===== src/rtl/uart_pkg.sv =====
// UART receiver shared types: FSM states, parity and baud codes, oversample constants.
// Latency: n/a (declarations only).
// Backpressure: n/a.
package uart_pkg;

  // Oversample ticks per bit and the tick index at which a bit is sampled.
  localparam int OS        = 16;
  localparam int OS_W      = $clog2(OS);
  localparam int OS_SAMPLE = OS / 2 - 1;

  typedef enum logic [2:0] {
    ST_IDLE,
    ST_START,
    ST_DATA,
    ST_PARITY,
    ST_STOP
  } state_t;

  // 2'b11 is deliberately treated the same as no parity.
  typedef enum logic [1:0] {
    PAR_NONE = 2'b00,
    PAR_ODD  = 2'b01,
    PAR_EVEN = 2'b10,
    PAR_RSVD = 2'b11
  } par_t;

  typedef enum logic [1:0] {
    BD_1200 = 2'd0,
    BD_2400 = 2'd1,
    BD_4800 = 2'd2,
    BD_9600 = 2'd3
  } bd_t;

  // Frame configuration captured at the start edge.
  typedef struct packed {
    logic [1:0] bd_rate;
    logic       d_num;
    logic       s_num;
    logic [1:0] para;
  } cfg_t;

  function automatic logic par_enabled(input logic [1:0] p);
    return (p == PAR_ODD) || (p == PAR_EVEN);
  endfunction

endpackage


===== src/rtl/uart_rx_if.sv =====
// Receiver output bundle: received byte, one-cycle valid strobe, error flags, busy.
// Latency: n/a (wiring only).
// Backpressure: none; the consumer must accept rx_valid when it pulses.
interface uart_rx_if;
  logic [7:0] out_data;
  logic       rx_valid;
  logic       parity_err;
  logic       frame_err;
  logic       busy;

  modport master (output out_data, rx_valid, parity_err, frame_err, busy);
  modport slave  (input  out_data, rx_valid, parity_err, frame_err, busy);
endinterface


===== src/rtl/uart_baud_tick.sv =====
// Oversample tick divider: one-cycle tick every CLK_DIV << (3 - bd_rate) clocks.
// Latency: first tick CLK_DIV << (3 - bd_rate) cycles after clr.
// Backpressure: none; free-running except for the synchronous clear.
module uart_baud_tick
  import uart_pkg::*;
#(
  parameter int CLK_DIV = 4
) (
  input  logic       clk_t,
  input  logic       r_t,
  input  logic       clr,
  input  logic [1:0] bd_rate,
  output logic       tick
);

  // Widest period is CLK_DIV << 3 (1200 baud).
  localparam int CW = $clog2(CLK_DIV * 8 + 1);

  logic [CW-1:0] cnt;
  logic [CW-1:0] period_m1;
  logic [1:0]    shamt;

  assign shamt     = 2'(BD_9600) - bd_rate;
  assign period_m1 = (CW'(CLK_DIV) << shamt) - CW'(1);
  assign tick      = (cnt == period_m1);

  // Count up to period-1, then wrap; clr restarts the bit phase at a start edge.
  always_ff @(posedge clk_t or negedge r_t) begin
    if (!r_t) begin
      cnt <= '0;
    end else if (clr || tick) begin
      cnt <= '0;
    end else begin
      cnt <= cnt + CW'(1);
    end
  end

endmodule


===== src/rtl/uart_rx.sv =====
// UART receiver: 16x oversampled start/data/parity/stop recovery into a parallel byte.
// Latency: rx_valid 1 clk_t after the final stop-bit sample (3 clk_t after the line reaches it).
// Backpressure: none; each frame is presented once with a single-cycle rx_valid.
module uart_rx
  import uart_pkg::*;
#(
  parameter int CLK_DIV = 4
) (
  input  logic       clk_t,
  input  logic       r_t,
  input  logic       in_data,
  input  logic [1:0] bd_rate,
  input  logic       d_num,
  input  logic       s_num,
  input  logic [1:0] para,
  uart_rx_if.master  rx
);

  logic            sync1;
  logic            rxs;
  logic            rxs_d;
  state_t          state;
  cfg_t            cfg;
  logic [OS_W-1:0] os_cnt;
  logic [2:0]      bit_cnt;
  logic            stop_cnt;
  logic [7:0]      shreg;
  logic            par_acc;
  logic            par_pend;
  logic            frm_pend;
  logic            tick;
  logic            sample;
  logic            start_edge;
  logic            last_bit;

  logic [7:0]      out_data_r;
  logic            rx_valid_r;
  logic            parity_err_r;
  logic            frame_err_r;
  logic            busy_r;

  assign rx.out_data   = out_data_r;
  assign rx.rx_valid   = rx_valid_r;
  assign rx.parity_err = parity_err_r;
  assign rx.frame_err  = frame_err_r;
  assign rx.busy       = busy_r;

  // Two-flop synchronizer plus one history flop for edge detection; idles high.
  always_ff @(posedge clk_t or negedge r_t) begin
    if (!r_t) begin
      sync1 <= 1'b1;
      rxs   <= 1'b1;
      rxs_d <= 1'b1;
    end else begin
      sync1 <= in_data;
      rxs   <= sync1;
      rxs_d <= rxs;
    end
  end

  // A start edge needs the previous synchronized sample high, so a held-low
  // line after a frame (break) never re-arms the receiver.
  assign start_edge = (state == ST_IDLE) && rxs_d && !rxs;
  assign sample     = tick && (os_cnt == OS_W'(OS_SAMPLE));
  assign last_bit   = (bit_cnt == (cfg.d_num ? 3'd7 : 3'd6));

  uart_baud_tick #(
    .CLK_DIV (CLK_DIV)
  ) u_tick (
    .clk_t   (clk_t),
    .r_t     (r_t),
    .clr     (start_edge),
    .bd_rate (cfg.bd_rate),
    .tick    (tick)
  );

  // Oversample phase counter; runs only while a frame is in progress.
  always_ff @(posedge clk_t or negedge r_t) begin
    if (!r_t) begin
      os_cnt <= '0;
    end else if (start_edge) begin
      os_cnt <= '0;
    end else if ((state != ST_IDLE) && tick) begin
      os_cnt <= (os_cnt == OS_W'(OS - 1)) ? '0 : os_cnt + OS_W'(1);
    end
  end

  // Frame FSM with registered outputs; commit happens on the final stop sample.
  always_ff @(posedge clk_t or negedge r_t) begin
    if (!r_t) begin
      state        <= ST_IDLE;
      cfg          <= '0;
      bit_cnt      <= '0;
      stop_cnt     <= 1'b0;
      shreg        <= '0;
      par_acc      <= 1'b0;
      par_pend     <= 1'b0;
      frm_pend     <= 1'b0;
      out_data_r   <= '0;
      rx_valid_r   <= 1'b0;
      parity_err_r <= 1'b0;
      frame_err_r  <= 1'b0;
      busy_r       <= 1'b0;
    end else begin
      rx_valid_r <= 1'b0;
      case (state)
        ST_IDLE: begin
          if (start_edge) begin
            cfg      <= {bd_rate, d_num, s_num, para};
            shreg    <= '0;
            par_acc  <= 1'b0;
            par_pend <= 1'b0;
            frm_pend <= 1'b0;
            busy_r   <= 1'b1;
            state    <= ST_START;
          end
        end
        ST_START: begin
          if (sample) begin
            if (rxs) begin
              busy_r <= 1'b0;
              state  <= ST_IDLE;
            end else begin
              bit_cnt <= '0;
              state   <= ST_DATA;
            end
          end
        end
        ST_DATA: begin
          if (sample) begin
            shreg[bit_cnt] <= rxs;
            par_acc        <= par_acc ^ rxs;
            bit_cnt        <= bit_cnt + 3'd1;
            if (last_bit) begin
              stop_cnt <= 1'b0;
              state    <= par_enabled(cfg.para) ? ST_PARITY : ST_STOP;
            end
          end
        end
        ST_PARITY: begin
          if (sample) begin
            if ((par_acc ^ rxs) != (cfg.para == PAR_ODD)) begin
              par_pend <= 1'b1;
            end
            stop_cnt <= 1'b0;
            state    <= ST_STOP;
          end
        end
        ST_STOP: begin
          if (sample) begin
            if (cfg.s_num && !stop_cnt) begin
              stop_cnt <= 1'b1;
              if (!rxs) begin
                frm_pend <= 1'b1;
              end
            end else begin
              out_data_r   <= {cfg.d_num & shreg[7], shreg[6:0]};
              parity_err_r <= par_pend;
              frame_err_r  <= frm_pend | ~rxs;
              rx_valid_r   <= 1'b1;
              busy_r       <= 1'b0;
              state        <= ST_IDLE;
            end
          end
        end
        default: begin
          busy_r <= 1'b0;
          state  <= ST_IDLE;
        end
      endcase
    end
  end

endmodule


===== src/flat_wrapper.sv =====
// flat-port wrapper written by rule: the top's interface ports become plain ports
module uart_rx_flat import uart_pkg::*;
#(
  parameter int CLK_DIV = 4
)
  (clk_t, r_t, in_data, bd_rate, d_num, s_num, para, rx_out_data, rx_rx_valid, rx_parity_err, rx_frame_err, rx_busy);
  uart_rx_if rx_i ();
  input  logic clk_t;
  input  logic r_t;
  input  logic in_data;
  input  logic [1:0] bd_rate;
  input  logic d_num;
  input  logic s_num;
  input  logic [1:0] para;
  output wire logic [$bits(rx_i.out_data)-1:0] rx_out_data;
  output wire logic [$bits(rx_i.rx_valid)-1:0] rx_rx_valid;
  output wire logic [$bits(rx_i.parity_err)-1:0] rx_parity_err;
  output wire logic [$bits(rx_i.frame_err)-1:0] rx_frame_err;
  output wire logic [$bits(rx_i.busy)-1:0] rx_busy;
  assign rx_out_data = rx_i.out_data;
  assign rx_rx_valid = rx_i.rx_valid;
  assign rx_parity_err = rx_i.parity_err;
  assign rx_frame_err = rx_i.frame_err;
  assign rx_busy = rx_i.busy;
  uart_rx #(.CLK_DIV(CLK_DIV)) u_core (.clk_t(clk_t), .r_t(r_t), .in_data(in_data), .bd_rate(bd_rate), .d_num(d_num), .s_num(s_num), .para(para), .rx(rx_i));
endmodule

===== config.mk =====
export PLATFORM = sky130hd
export DESIGN_NAME = uart_rx_flat
export DESIGN_NICKNAME = d
export VERILOG_FILES = /design/src/rtl/uart_pkg.sv /design/src/rtl/uart_rx_if.sv /design/src/rtl/uart_baud_tick.sv /design/src/rtl/uart_rx.sv /design/src/flat_wrapper.sv
export SDC_FILE = /design/constraint.sdc
export NUM_CORES = 1
export LEC_CHECK = 0
export CAP_MARGIN = 0
export CORE_MARGIN = 8
export CORE_UTILIZATION = 39
export DETAILED_ROUTE_END_ITERATION = 12
export DONT_BUFFER_PORTS = 1
export RECOVER_POWER = 50
export SYNTH_ARGS = -nofsm -noshare
export SYNTH_HDL_FRONTEND = slang
export SYNTH_SLANG_ARGS = --single-unit

===== constraint.sdc =====
create_clock -name clk_t -period 5.74 [get_ports clk_t]
set_input_delay 1.148 -clock clk_t [delete_from_list [all_inputs] [get_ports clk_t]]
set_output_delay 1.148 -clock clk_t [all_outputs]
set_load 0.05 [all_outputs]

# Word-level counts from Yosys, hierarchy flattened
# Cells that the tools add are included.
[totals]
ff_bits = 49
output_inout_bits = 12
wordCells = 136
romBits = 0
ramBits = 0
inputBits = 9
memories = 0
latch_bits = 0
[op_classes]
n_eq_ne = 23
n_shift = 1
add_sub_neg = 5
muxes = 50
n_reduce_logical = 28
magnitude_cmp = 2
div_mod_pow = 0
multipliers = 0
n_bitwise = 6
[op_table]
columns = ["cell", "count"]
rows = [
  ["2-to-1 mux 3 bit", 11],
  ["2-to-1 mux 1 bit", 22],
  ["2-to-1 mux 8 bit", 2],
  ["inequality test 2 x 1 -> 1 bit, second input constant", 8],
  ["one-hot mux 8 bit (2 select lines)", 1],
  ["one-hot mux 3 bit (5 select lines)", 1],
  ["2-to-1 mux 4 bit", 3],
  ["AND reduction 6 bit", 2],
  ["nonzero test 2 bit", 5],
  ["bitwise mux 8 bit", 1],
  ["inequality test 2 bit, second input constant", 4],
  ["AND reduction 4 bit", 2],
  ["AND reduction 7 bit", 1],
  ["adder 6 x 1 -> 6 bit, second input constant", 1],
  ["equality test 3 x 2 -> 1 bit, second input constant", 2],
  ["equality test 6 bit", 1],
  ["logical AND 1 bit", 6],
  ["2-to-1 mux 6 bit", 1],
  ["one-hot mux 1 bit (2 select lines)", 3],
  ["one-hot mux 3 bit (2 select lines)", 1],
  ["AND reduction 3 bit", 2],
  ["nonzero test 3 bit", 2],
  ["left shift 3 x 2 -> 6 bit, first input constant", 1],
  ["subtractor 6 x 2 -> 6 bit, second input constant", 1],
  ["other kinds (27)", 31],
]

# Longest topological paths before layout
[depth]
depth_word = 7
ltp_mapped = 8
ltp_nobuf = 7

# Hierarchy
# Synthesis repeated with hierarchy kept, for this count alone.
[unflattened]
hier_cells = 228
hier_area_um2 = 2446.1
[modules_own_cells]
columns = ["module", "area_each_um2", "instances", "cells_each", "seq_area_each_um2"]
rows = [
  ["uart_rx", 2083.2, 1, 194, 1079.8],
  ["uart_baud_tick", 362.8, 1, 34, 150.1],
]

# Worst setup path after synthesis
# No wires, ideal clock.
[synth_timing]
path_kind = "flip-flop to flip-flop"
from = "register u_core.u_tick.cnt[0]"
to = "register u_core.out_data_r[3], in the netlist u_core.rx.out_data[3]"
path_slack_ps = 3676
n_path_buf = 2
path_stages_with_launch = 8
synth_period_minus_slack_ps = 2064
t_required_ps = 5615
t_arrival_ps = 1939
setup_ps = 125
cell_sequence = "dfrtp_1 ha_1 nor2b_1 o2111ai_1 or4_1 buf_2 buf_6 mux2_4"
[synth_via]
elab_chain_len = 3
[synth_lines]
columns = ["item", "line", "rtl"]
rows = [
  ["start: declaration", "uart_baud_tick.sv:19", "logic [CW-1:0] cnt;"],
  ["start signal: assignment", "uart_baud_tick.sv:34", "cnt <= cnt + CW'(1);"],
  ["equality test 6 bit", "uart_baud_tick.sv:25", "assign tick = (cnt == period_m1);"],
  ["logical AND 1 bit", "uart_rx.sv:64", "assign sample = tick && (os_cnt == OS_W'(OS_SAMPLE));"],
  ["AND reduction 3 bit (no source line)", "n/a", ""],
  ["end signal: assignment", "uart_rx.sv:157", "out_data_r <= {cfg.d_num & shreg[7], shreg[6:0]};"],
  ["end: declaration", "uart_rx.sv:36", "logic [7:0] out_data_r;"],
]
# Every way passes these cells.
# A chain may end at the register's enable or synchronous reset.

# Final worst setup path
[layout_timing]
from = "register u_core.state[1]"
to = "register u_core.shreg[1]"
[layout_via]
elab_chain_len = 5
elab_cells_between_ends = 9
cone_classes = "eq/ne: 3; mux: 1; reduce/logical: 5"
[layout_lines]
columns = ["item", "line", "rtl"]
rows = [
  ["start: declaration", "uart_rx.sv:22", "state_t state;"],
  ["start signal: assignment", "uart_rx.sv:136", "state <= par_enabled(cfg.para) ? ST_PARITY : ST_STOP;"],
  ["logical NOT 3 bit", "uart_rx.sv:63, uart_rx.sv:106", ""],
  ["logical AND 1 bit (2 in series)", "uart_rx.sv:63", "assign start_edge = (state == ST_IDLE) && rxs_d && !rxs;"],
  ["inequality test 2 bit (no source line)", "n/a", ""],
  ["AND reduction 3 bit (no source line)", "n/a", ""],
  ["end signal: indexed assignment", "uart_rx.sv:131", "shreg[bit_cnt] <= rxs;"],
  ["end: declaration", "uart_rx.sv:27", "logic [7:0] shreg;"],
]
# Several ways; a longest one is shown, not always the timed one.

==> results.txt <==
Status: completed
Buffers on Ports: 0
Initial Utilization: 40.6%
Commonest non-fill, non-tap cell in the layout: dfrtp_1
Critical path origin: u_core.state[1]
Setup TNS: 0 ns
Clock H-tree levels: 2
DR iter-0 viols: 191
Area delta synth->final: 3.91%
Post-synthesis instance total: 234
Worst Tran Pin Value: 1.10 ns
Worst skew pair latency: 0.30 ns
Slowest cell on crit path: nor2_1
# nets final: 240
Final instance area: 0.00253 sq mm
Pin count of the biggest net entering global routing: 50
Maximum fanout along the worst path: 14
Max_slew headroom: 26.5%
CP Depth: 5
Routed length on met1: 2320 um
Max-slew violation count: 0
First-pass GRT wire length: 8320 um
Clk root buf: clkbuf_8
Worst path buffer plus inverter count: 0
Synthesized cell area: 0.00243 sq mm
Min Tclk post-route: 2.85 ns
Die Y: 95.0 um
Share of layout cells above drive strength 1: 13.2%
Worst path top cell family by delay: simple AND/OR/NAND/NOR gates
Worst setup path category: register to register
Crit-path cells: or4b_1, nor2_1, a31oi_2, nand3b_4, o41ai_1
Longest Clk Path Bufs: 2
FMAX: 351 MHz
YS warnings: 0
Vias: 1,695
Post-Route WL: 4860 um
DP Area: 0.00245 sq mm
Crit end category: register
Total grt overflow: 0
Hold Fails Final Rpt: 0
Worst Reg-to-Reg Cells: 5
Tot GR Track Use: 11.8%
CTS Buf Count: 5
Core ar.: 0.00599 sq mm
First drt pass iteration count: 4
FF-to-FF setup slack: 2.89 ns
Number of synthesized register bits: 49
Worst Path Arrival: 3.04 ns
Vias in the first global route: 1,622
RSZ-0062 raised after global routing: no
Hold Crit Depth: 0
Highest routed metal layer: met4
Hold Path Class: register to register
Worst clock skew: 0.00757 ns
CP peak stage delay: 0.85 ns
Critical Path RT: 5.93 ns
Fin crit share: 49.6%
DRC: 0
Main synth FF type: dfrtp_1
Syn nets: 247
Sequential area share after synthesis: 50.6%
Post-synth cell types: 50
Core Rows: 28
Startpoint types: register
Met2 WL: 2170 um
Full die area: 0.00902 sq mm
Leak: 1.13 nW
Setup-failing EPs final: 0
Reg-to-reg endpoint: u_core.shreg[1]
# Post-CTS Setup Buffers: 0
Initial antenna violation count: 0
RR Startpoint: u_core.state[1]
Routed Antenna Nets: 0
Endpoint of the most critical setup path: u_core.shreg[1]
Peak VDD IR: 175 uV
Most frequent cells in the layout: dfrtp_1 (46), nor2_1 (22), nand2_1 (19)
I/O pins: 21
Antenna cells: 0
Mapped Avg Cell Area: 10.4 sq um
Clock slew at reported path FFs: 0.09 ns
CTS Sinks: 49
EDFF count, synth: 0
Final hold slack: 0.364 ns
DIE WIDTH: 95.0 um
HPWL Detailed: 3350 um
Hold buffers post-CTS: 0
Ys async rst share: 100%
Vias per inst: 5.59
Metal3 WL: 297 um
Placer congestion estimate: 0.783
CTS resizes: 0
Max-cap violations: 0
Worst setup margin: 2.89 ns
TritonCTS clock tree: done
DR WL/cell: 16.0 um
Pre-CTS setup slack: 3.40 ns
Cell Pwr Density: 413 mW/mm^2
state kept, by name, indices dropped and copies added (netlist names):
name / flops
u_core.u_tick.cnt: 6
u_core.rx.rx_valid: 1
u_core.rx.out_data: 8
u_core.shreg: 8
u_core.rx.parity_err: 1
u_core.rx.frame_err: 1
u_core.par_acc: 1
u_core.sync1: 1
u_core.cfg: 6
u_core.bit_cnt: 3
u_core.rxs: 1
u_core.par_pend: 1
u_core.state: 3
u_core.rx.busy: 1
u_core.stop_cnt: 1
u_core.os_cnt: 4
u_core.frm_pend: 1
u_core.rxs_d: 1
cell families (layout without fill, tap and decap cells):
group | count (synthesis) | in the layout | share of synthesized area, %
AO/OA/AOI/OAI | 67 | 67 | 18.5
multiplexers | 14 | 14 | 6.95
adder cells (fa/ha/maj) | 4 | 4 | 2.06
flip-flops | 49 | 49 | 50.6
AND/OR/NAND/NOR | 71 | 71 | 15.1
XOR/XNOR | 8 | 8 | 2.88
buffers and inverters | 21 | 15 | 3.96
how the worst min path moves through the flow:
stage / endpoint / slack, ns / start
final: u_core.rxs / 0.36 / u_core.sync1
after global routing: u_core.rxs / 0.37 / u_core.sync1
after CTS: u_core.rxs / 0.36 / u_core.sync1
after detailed placement: u_core.rxs / 0.35 / u_core.sync1
after global placement: u_core.rxs / 0.35 / u_core.sync1
after floorplan: u_core.rxs / 0.35 / u_core.sync1
through the flow:
| stage | instances | utilization [%] | power [mW] |
|---|---|---|---|
| 2_1_floorplan | 234 | - | 0.789 |
| 3_3_place_gp | 295 | 41.0 | 0.847 |
| 3_5_place_dp | 295 | 41.0 | 0.855 |
| 4_1_cts | 303 | 42.4 | 1.06 |
| 5_1_grt | 303 | 42.2 | 1.13 |
| 6_report | 303 | 42.2 | 1.04 |
cell type report:
class | instances | area, sq um
flip-flops and latches | 49 | 1230
well taps | 75 | 93.8
multi-input cells | 164 | 1090
inverters | 7 | 26.3
clock buffers | 6 | 72.6
fillers | 554 | 3460
clock inverters | 2 | 10.0
power breakdown:
group	leakage [nW]	internal, mW	switching (mW)
clock	0.0450	0.0848	0.115
combinational	0.434	0.156	0.189
sequential	0.646	0.414	0.0849
cells in the mapped netlist (2+ instances only):
cell,n,area [sq um]
dfrtp_1,46,1150
nor2_1,21,78.8
nand2_1,19,71.3
o21ai_0,18,90.1
a21oi_1,11,55.1
mux2_2,11,124
a31oi_1,7,43.8
clkbuf_1,7,26.3
inv_1,7,26.3
o41ai_1,6,52.6
a21o_1,5,37.5
buf_2,5,25.0
nand2b_1,5,31.3
nor2b_1,5,31.3
ha_1,4,50.1
nand3_1,4,20.0
xnor2_1,4,35.0
xor2_1,4,35.0
dfstp_2,3,78.8
mux2_4,3,45.0
nor3_1,3,15.0
o31ai_1,3,22.5
a211oi_1,2,15.0
a31o_2,2,17.5
nand4_1,2,12.5
o32ai_1,2,17.5
or2_2,2,12.5
routing by layer:
| metal | up-vias | global-route usage, % |
|---|---|---|
| met5 | - | 0 |
| met4 | 0 | 4.68 |
| met3 | 6 | 3.49 |
| met2 | 51 | 17.0 |
| met1 | 808 | 16.1 |
| li1 | 830 | - |
Power figures use the tool's default switching activity.
